[src/rtl/dispatch_pkg.sv]
`default_nettype none
// ============================================================================
// dispatch_pkg : shared widths, FSM state and stall-reason types.  Rev 1.0
// ============================================================================
package dispatch_pkg;

  localparam int N               = 3;
  localparam int NUM_SCALAR_BITS = 2;
  localparam int B_MASK_WIDTH    = 4;

  typedef enum logic [0:0] {
    RUN     = 1'b0,
    RECOVER = 1'b1
  } DISPATCH_STATE;

  typedef struct packed {
    logic recover;
    logic branch;
    logic regs;
    logic rs;
    logic rob;
  } STALL_REASON;

endpackage
`default_nettype wire

[src/rtl/dispatch_throttle_prefix_limit.sv]
`default_nettype none
// ============================================================================
// prefix_limit : ok_o[k] = popcount(bits_i[k:0]) <= limit_i.  Rev 1.0
// ============================================================================
module prefix_limit #(
  parameter int N       = 3,
  parameter int LIMIT_W = 2
) (
  input  logic [N-1:0]       bits_i,
  input  logic [LIMIT_W-1:0] limit_i,
  output logic [N-1:0]       ok_o
);
  import dispatch_pkg::*;

  localparam int PC_W = $clog2(N + 1);
  localparam int CW   = (PC_W > LIMIT_W) ? PC_W : LIMIT_W;

  logic [CW-1:0] run_cnt;

  always_comb begin
    run_cnt = '0;
    ok_o    = '0;
    for (int k = 0; k < N; k++) begin
      run_cnt = run_cnt + CW'(bits_i[k]);
      ok_o[k] = (run_cnt <= CW'(limit_i));
    end
  end

endmodule
`default_nettype wire

[src/rtl/dispatch_throttle.sv]
`default_nettype none
// ============================================================================
// dispatch_throttle : dispatch-width limiter with post-restore recovery FSM
// and registered stall diagnostics.  Rev 1.0
// ============================================================================
module dispatch_throttle #(
  parameter int N               = dispatch_pkg::N,
  parameter int NUM_SCALAR_BITS = dispatch_pkg::NUM_SCALAR_BITS,
  parameter int B_MASK_WIDTH    = dispatch_pkg::B_MASK_WIDTH,
  parameter int BS_CNT_BITS     = 3,
  parameter int RECOVER_CYCLES  = 1,
  parameter int STALL_CNT_W     = 16
) (
  input  logic                       clock,
  input  logic                       reset,
  input  logic [NUM_SCALAR_BITS-1:0] instructions_valid,
  input  logic [N-1:0]               inst_has_dest,
  input  logic [N-1:0]               inst_is_branch,
  input  logic [NUM_SCALAR_BITS-1:0] rob_spots,
  input  logic [NUM_SCALAR_BITS-1:0] rs_spots,
  input  logic [NUM_SCALAR_BITS-1:0] num_regs_available,
  input  logic [BS_CNT_BITS-1:0]     bs_free,
  input  logic                       restore_valid,
  output logic [NUM_SCALAR_BITS-1:0] num_dispatched,
  output logic                       dispatch_stall,
  output logic                       recovering,
  output logic [4:0]                 stall_reason,
  output logic [STALL_CNT_W-1:0]     stall_cycles
);
  import dispatch_pkg::*;

  localparam int  CNT_W       = (RECOVER_CYCLES > 2) ? $clog2(RECOVER_CYCLES) : 1;
  localparam bit  HAS_RECOVER = (RECOVER_CYCLES > 0);
  localparam logic [CNT_W-1:0] RELOAD = CNT_W'((RECOVER_CYCLES > 0) ? RECOVER_CYCLES - 1 : 0);

  logic [NUM_SCALAR_BITS-1:0] valid_s, rob_s, rs_s, regs_s;
  logic [BS_CNT_BITS-1:0]     bs_s;
  logic [N-1:0]               valid_mask, dest_ok, br_ok;
  logic [NUM_SCALAR_BITS-1:0] raw_cnt;
  logic                       chain, gate;

  DISPATCH_STATE              state_q, state_d;
  logic [CNT_W-1:0]           cnt_q, cnt_d;
  STALL_REASON                reason_q, reason_d;
  logic [STALL_CNT_W-1:0]     stall_cnt_q, stall_cnt_d;

  // Scalar counts can only exceed N when their encoding has headroom above N.
  if (((1 << NUM_SCALAR_BITS) - 1) > N) begin : g_sat
    assign valid_s = (instructions_valid > NUM_SCALAR_BITS'(N)) ? NUM_SCALAR_BITS'(N) : instructions_valid;
    assign rob_s   = (rob_spots > NUM_SCALAR_BITS'(N)) ? NUM_SCALAR_BITS'(N) : rob_spots;
    assign rs_s    = (rs_spots > NUM_SCALAR_BITS'(N)) ? NUM_SCALAR_BITS'(N) : rs_spots;
    assign regs_s  = (num_regs_available > NUM_SCALAR_BITS'(N)) ? NUM_SCALAR_BITS'(N) : num_regs_available;
  end else begin : g_nosat
    assign valid_s = instructions_valid;
    assign rob_s   = rob_spots;
    assign rs_s    = rs_spots;
    assign regs_s  = num_regs_available;
  end

  if (((1 << BS_CNT_BITS) - 1) > B_MASK_WIDTH) begin : g_bs_sat
    assign bs_s = (bs_free > BS_CNT_BITS'(B_MASK_WIDTH)) ? BS_CNT_BITS'(B_MASK_WIDTH) : bs_free;
  end else begin : g_bs_nosat
    assign bs_s = bs_free;
  end

  always_comb begin
    valid_mask = '0;
    for (int k = 0; k < N; k++) begin
      valid_mask[k] = (NUM_SCALAR_BITS'(k) < valid_s);
    end
  end

  // Slot bits beyond the valid range are masked so they never reach the prefix sums.
  prefix_limit #(
    .N       (N),
    .LIMIT_W (NUM_SCALAR_BITS)
  ) u_dest_limit (
    .bits_i  (inst_has_dest & valid_mask),
    .limit_i (regs_s),
    .ok_o    (dest_ok)
  );

  prefix_limit #(
    .N       (N),
    .LIMIT_W (BS_CNT_BITS)
  ) u_branch_limit (
    .bits_i  (inst_is_branch & valid_mask),
    .limit_i (bs_s),
    .ok_o    (br_ok)
  );

  always_comb begin
    chain   = 1'b1;
    raw_cnt = '0;
    for (int k = 0; k < N; k++) begin
      chain = chain & valid_mask[k]
                    & (NUM_SCALAR_BITS'(k) < rob_s)
                    & (NUM_SCALAR_BITS'(k) < rs_s)
                    & dest_ok[k] & br_ok[k];
      raw_cnt = raw_cnt + NUM_SCALAR_BITS'(chain);
    end
  end

  assign gate           = (state_q == RECOVER) | restore_valid;
  assign num_dispatched = gate ? '0 : raw_cnt;
  assign dispatch_stall = (num_dispatched < valid_s);

  // Reasons describe the first blocked slot, which is slot num_dispatched.
  always_comb begin
    reason_d = '0;
    if (dispatch_stall) begin
      reason_d.recover = gate;
      reason_d.rob     = (num_dispatched >= rob_s);
      reason_d.rs      = (num_dispatched >= rs_s);
      for (int k = 0; k < N; k++) begin
        if (NUM_SCALAR_BITS'(k) == num_dispatched) begin
          reason_d.regs   = ~dest_ok[k];
          reason_d.branch = ~br_ok[k];
        end
      end
    end
  end

  always_comb begin
    state_d = state_q;
    cnt_d   = cnt_q;
    case (state_q)
      RUN: begin
        if (restore_valid && HAS_RECOVER) begin
          state_d = RECOVER;
          cnt_d   = RELOAD;
        end
      end
      RECOVER: begin
        if (restore_valid) begin
          cnt_d = RELOAD;
        end else if (cnt_q == '0) begin
          state_d = RUN;
        end else begin
          cnt_d = cnt_q - CNT_W'(1);
        end
      end
      default: begin
        state_d = RUN;
        cnt_d   = '0;
      end
    endcase
  end

  assign stall_cnt_d = (dispatch_stall && (stall_cnt_q != '1))
                       ? stall_cnt_q + STALL_CNT_W'(1) : stall_cnt_q;

  always_ff @(posedge clock or posedge reset) begin
    if (reset) begin
      state_q     <= RUN;
      cnt_q       <= '0;
      reason_q    <= '0;
      stall_cnt_q <= '0;
    end else begin
      state_q     <= state_d;
      cnt_q       <= cnt_d;
      reason_q    <= reason_d;
      stall_cnt_q <= stall_cnt_d;
    end
  end

  assign recovering   = (state_q == RECOVER);
  assign stall_reason = reason_q;
  assign stall_cycles = stall_cnt_q;

endmodule
`default_nettype wire

[config.mk]
export PLATFORM = sky130hd
export DESIGN_NAME = dispatch_throttle
export DESIGN_NICKNAME = d
export VERILOG_FILES = /design/src/rtl/dispatch_pkg.sv /design/src/rtl/dispatch_throttle_prefix_limit.sv /design/src/rtl/dispatch_throttle.sv
export SDC_FILE = /design/constraint.sdc
export NUM_CORES = 1
export LEC_CHECK = 0
export ABC_AREA = 1
export CAP_MARGIN = 40
export CORE_MARGIN = 3
export CORE_UTILIZATION = 51
export CTS_CLUSTER_SIZE = 30
export DETAILED_ROUTE_END_ITERATION = 10
export PLACE_DENSITY = 0.92
export SLEW_MARGIN = 25
export SYNTH_ARGS = -nofsm -noshare
export SYNTH_HDL_FRONTEND = slang
export SYNTH_HIERARCHICAL = 1
export SYNTH_SLANG_ARGS = --single-unit
[constraint.sdc]
create_clock -name clock -period 5.5 [get_ports clock]
set_input_delay 1.1 -clock clock [delete_from_list [all_inputs] [get_ports clock]]
set_output_delay 1.1 -clock clock [all_outputs]
set_load 0.03 [all_outputs]
==> impl_metrics.toml <==
[floorplan]
die_x_um = 68.20
core_area_um2 = 3521
pin_count = 45
initial_utilization_pct = 56.04
die-area_um2 = 4651
die_y_um = 68.20
placementRows = 21

[power_and_ir_drop]
peakVddDrop_uv = 115.1
total_leakage_power_nw = 1.421
power.density_nw_per_um2 = 209.3

[synth]
ys_ff_latch = 22
synthDistinctLibCells = 27
ys_warn_count = 6
synthesis.instances = 287
ys.flop_type = "dfrtp_1"
synth_edf_count = 0
synthesis.nets = 331
netlist_area_um2 = 1973
seq_area_frac_synth_pct = 27.90
synth_area_per_cell_um2 = 6.875
synthArstFlopShare_pct = 100.0

[routing]
vias_per_cell = 5.028
first_pass_iters = 4
drtIter0Drc = 164
vias = 1976
wl_per_cell_um = 12.27
drt_wl_total_um = 4823
remaining_drc_errors = 0
drtAntennaViolNets = 0

[global_routing]
track_usage_pct = 21.97
grt_pass1_vias = 1918
grt_max_degree = 23
grt.overflow.total = 0
antenna_found_initial = 0
grt_pass1_wl_um = 7990

[critical_path]
critPathMaxFanout = 5
crit_type = "input pin to output port"
crit_slowest_cell = "fa_2"
cp-start-kind = "input pin"
critPathCaptureType = "output port"
critPathRequiredTime_ns = 4.40
slowest_delay_ns = 0.47
path_buf_inv = 5
reg2regPathDepth = 10
crit_family = "adder cells"
path_cells = "clkdlybuf4s50_1, nand2_1, inv_1, ha_4, ha_1, ha_2, ha_4, a21oi_2, nand2_1, nand2_2, nand4_1, nor3_2, fa_2, nand2_2, buf_4, nand2_1, nand2_2, nand2_4, inv_1, buf_6"
crit_cells = 20
crit_arrival_ns = 4.26

[sta]
tightest_slew_ns = 0.3745
worst_slack_ns = 0.1447
maxClockFrequency_mhz = 186.7
hold_viol_final = 0
slew_viol_final = 0
setup_viol = 0
finalCriticalPeriod_ns = 5.355
maxSlewHeadroom_pct = 74.97
skew_ns = 0.01044
min_period_over_period_pct = 97.37

[clock_network]
insertion_delay_ns = 0.27
htreeDepth = 1
clock_sinks = 22
numCtsBuffers = 3
clk_pin_slew_worst_paths_ns = 0.08
cts_tree = "done"
clk_path_buf_depth = 2
cts_root_buffer = "clkbuf_8"
cts_hold_buf = 0

[layout]
fin_nets = 393
diodes = 0
fin_area_um2 = 2670
final_core_util_pct = 75.84
multi_input_area_um2 = 1262
final_common_cell = "nand2_1"
regArea_um2 = 550.5
final_cell_mix = "nand2_1, inv_1, clkdlybuf4s50_1"
syn_to_final_growth_pct = 35.32
drive_gt1_share_pct = 14.12
fillers = 269

[status]
outcome = "complete, no violations"

[place]
dp_slack_ns = -0.2018
dpl.hpwl_um = 3738
dpl_cell_area_um2 = 2550
gp_congestion = 0.8893
portBuffers = 44

[hold_path]
whs_path_depth = 2
hold_path_class = "flip-flop to flip-flop"

[run]
maxCapViolCount = 0
cell usage after synthesis, types with 2 or more instances:
library cell | n | share of area (%)
nor2_4 | 3 | 1.7
nand2_1 | 99 | 19
nand4_1 | 7 | 2.2
nor3_1 | 2 | 0.51
o21ai_0 | 5 | 1.3
nand2_4 | 3 | 1.7
a21oi_1 | 4 | 1.0
xnor2_1 | 2 | 0.89
fa_1 | 3 | 3.0
nand2_2 | 5 | 1.6
nor2_1 | 33 | 6.3
nand3_1 | 12 | 3.0
xor2_1 | 5 | 2.2
inv_1 | 50 | 9.5
ha_1 | 21 | 13
dfrtp_1 | 22 | 28
sequential cells by signal, indices dropped and copies added (netlist names):
name / count
stall_cycles: 16
recovering: 1
stall_reason: 5
worst register-to-register path, delay by kind of cell (launching register included):
family	cells	cell delay [ns]
adders and majority gates	1	0.24
buffers and inverters	2	0.23
DFF	1	0.40
and+or+nand+nor	7	0.89
worst paths after layout:
path                                   startpoint                to  slack, ns
max in group asynchronous                   reset   stall_cycles[0]       3.99
worst max register to register         recovering   stall_cycles[5]       3.68
min in group asynchronous                   reset   stall_cycles[6]       1.09
worst max-delay path            inst_is_branch[1]    dispatch_stall       0.14
worst min register to register   stall_cycles[15]  stall_cycles[15]       0.56
worst min-delay path             stall_cycles[15]  stall_cycles[15]       0.56
layout make-up:
| type | instances | share of cell area [%] |
|---|---|---|
| multi-input combinational | 211 | 47.28 |
| timing repair buffer | 60 | 21.23 |
| sequential | 22 | 20.62 |
| inverter | 51 | 7.170 |
| tap | 46 | 2.156 |
| clock buffer | 3 | 1.546 |
per-stage QoR:
stage | std cells | total power (W) | hold slack [ns] | setup TNS [ns]
3_5_place_dp | 389 | 0.0004544 | 0.5382 | -0.3272
4_1_cts | 392 | 0.0005515 | 0.5602 | 0
6_report | 393 | 0.0005590 | 0.5611 | 0
3_3_place_gp | 389 | 0.0004433 | 0.5274 | -0.09464
2_1_floorplan | 287 | 0.0003560 | 0.6866 | 0
5_1_grt | 393 | 0.0005933 | 0.5922 | -0.02740
where the power goes:
group          switching, W  internal, W  total, W
sequential        0.0000340     0.000183  0.000217
combinational      0.000139     0.000103  0.000242
clock             0.0000510    0.0000490  0.000100
total              0.000224     0.000335  0.000559
kinds of logic (layout without fill, tap and decap cells):
kind of cell,after synthesis,after routing,share of synthesized area (%)
DFF,22,22,27.90
xor gates and xnor gates,7,7,3.107
AOI/OAI and AO/OA,13,13,3.868
buffers and inverters,54,114,11.16
adders and majority gates,24,24,16.36
and+or+nand+nor,167,167,37.60
per-layer routing:
layer	wire length, µm	global-route usage, %	vias up
li1	-	-	996
met1	1904	24.06	905
met2	2595	42.84	66
met3	233	3.120	9
met4	89	6.700	0
met5	0	0	-
what timing repair did:
action | 4_1_cts | 5_1_grt
gates resized for setup | 7 | 11
setup endpoints to repair | 2 | 2
pin swaps | 3 | 4
buffers inserted | 0 | 0
Note: power is estimated with default switching activity, not from simulation.
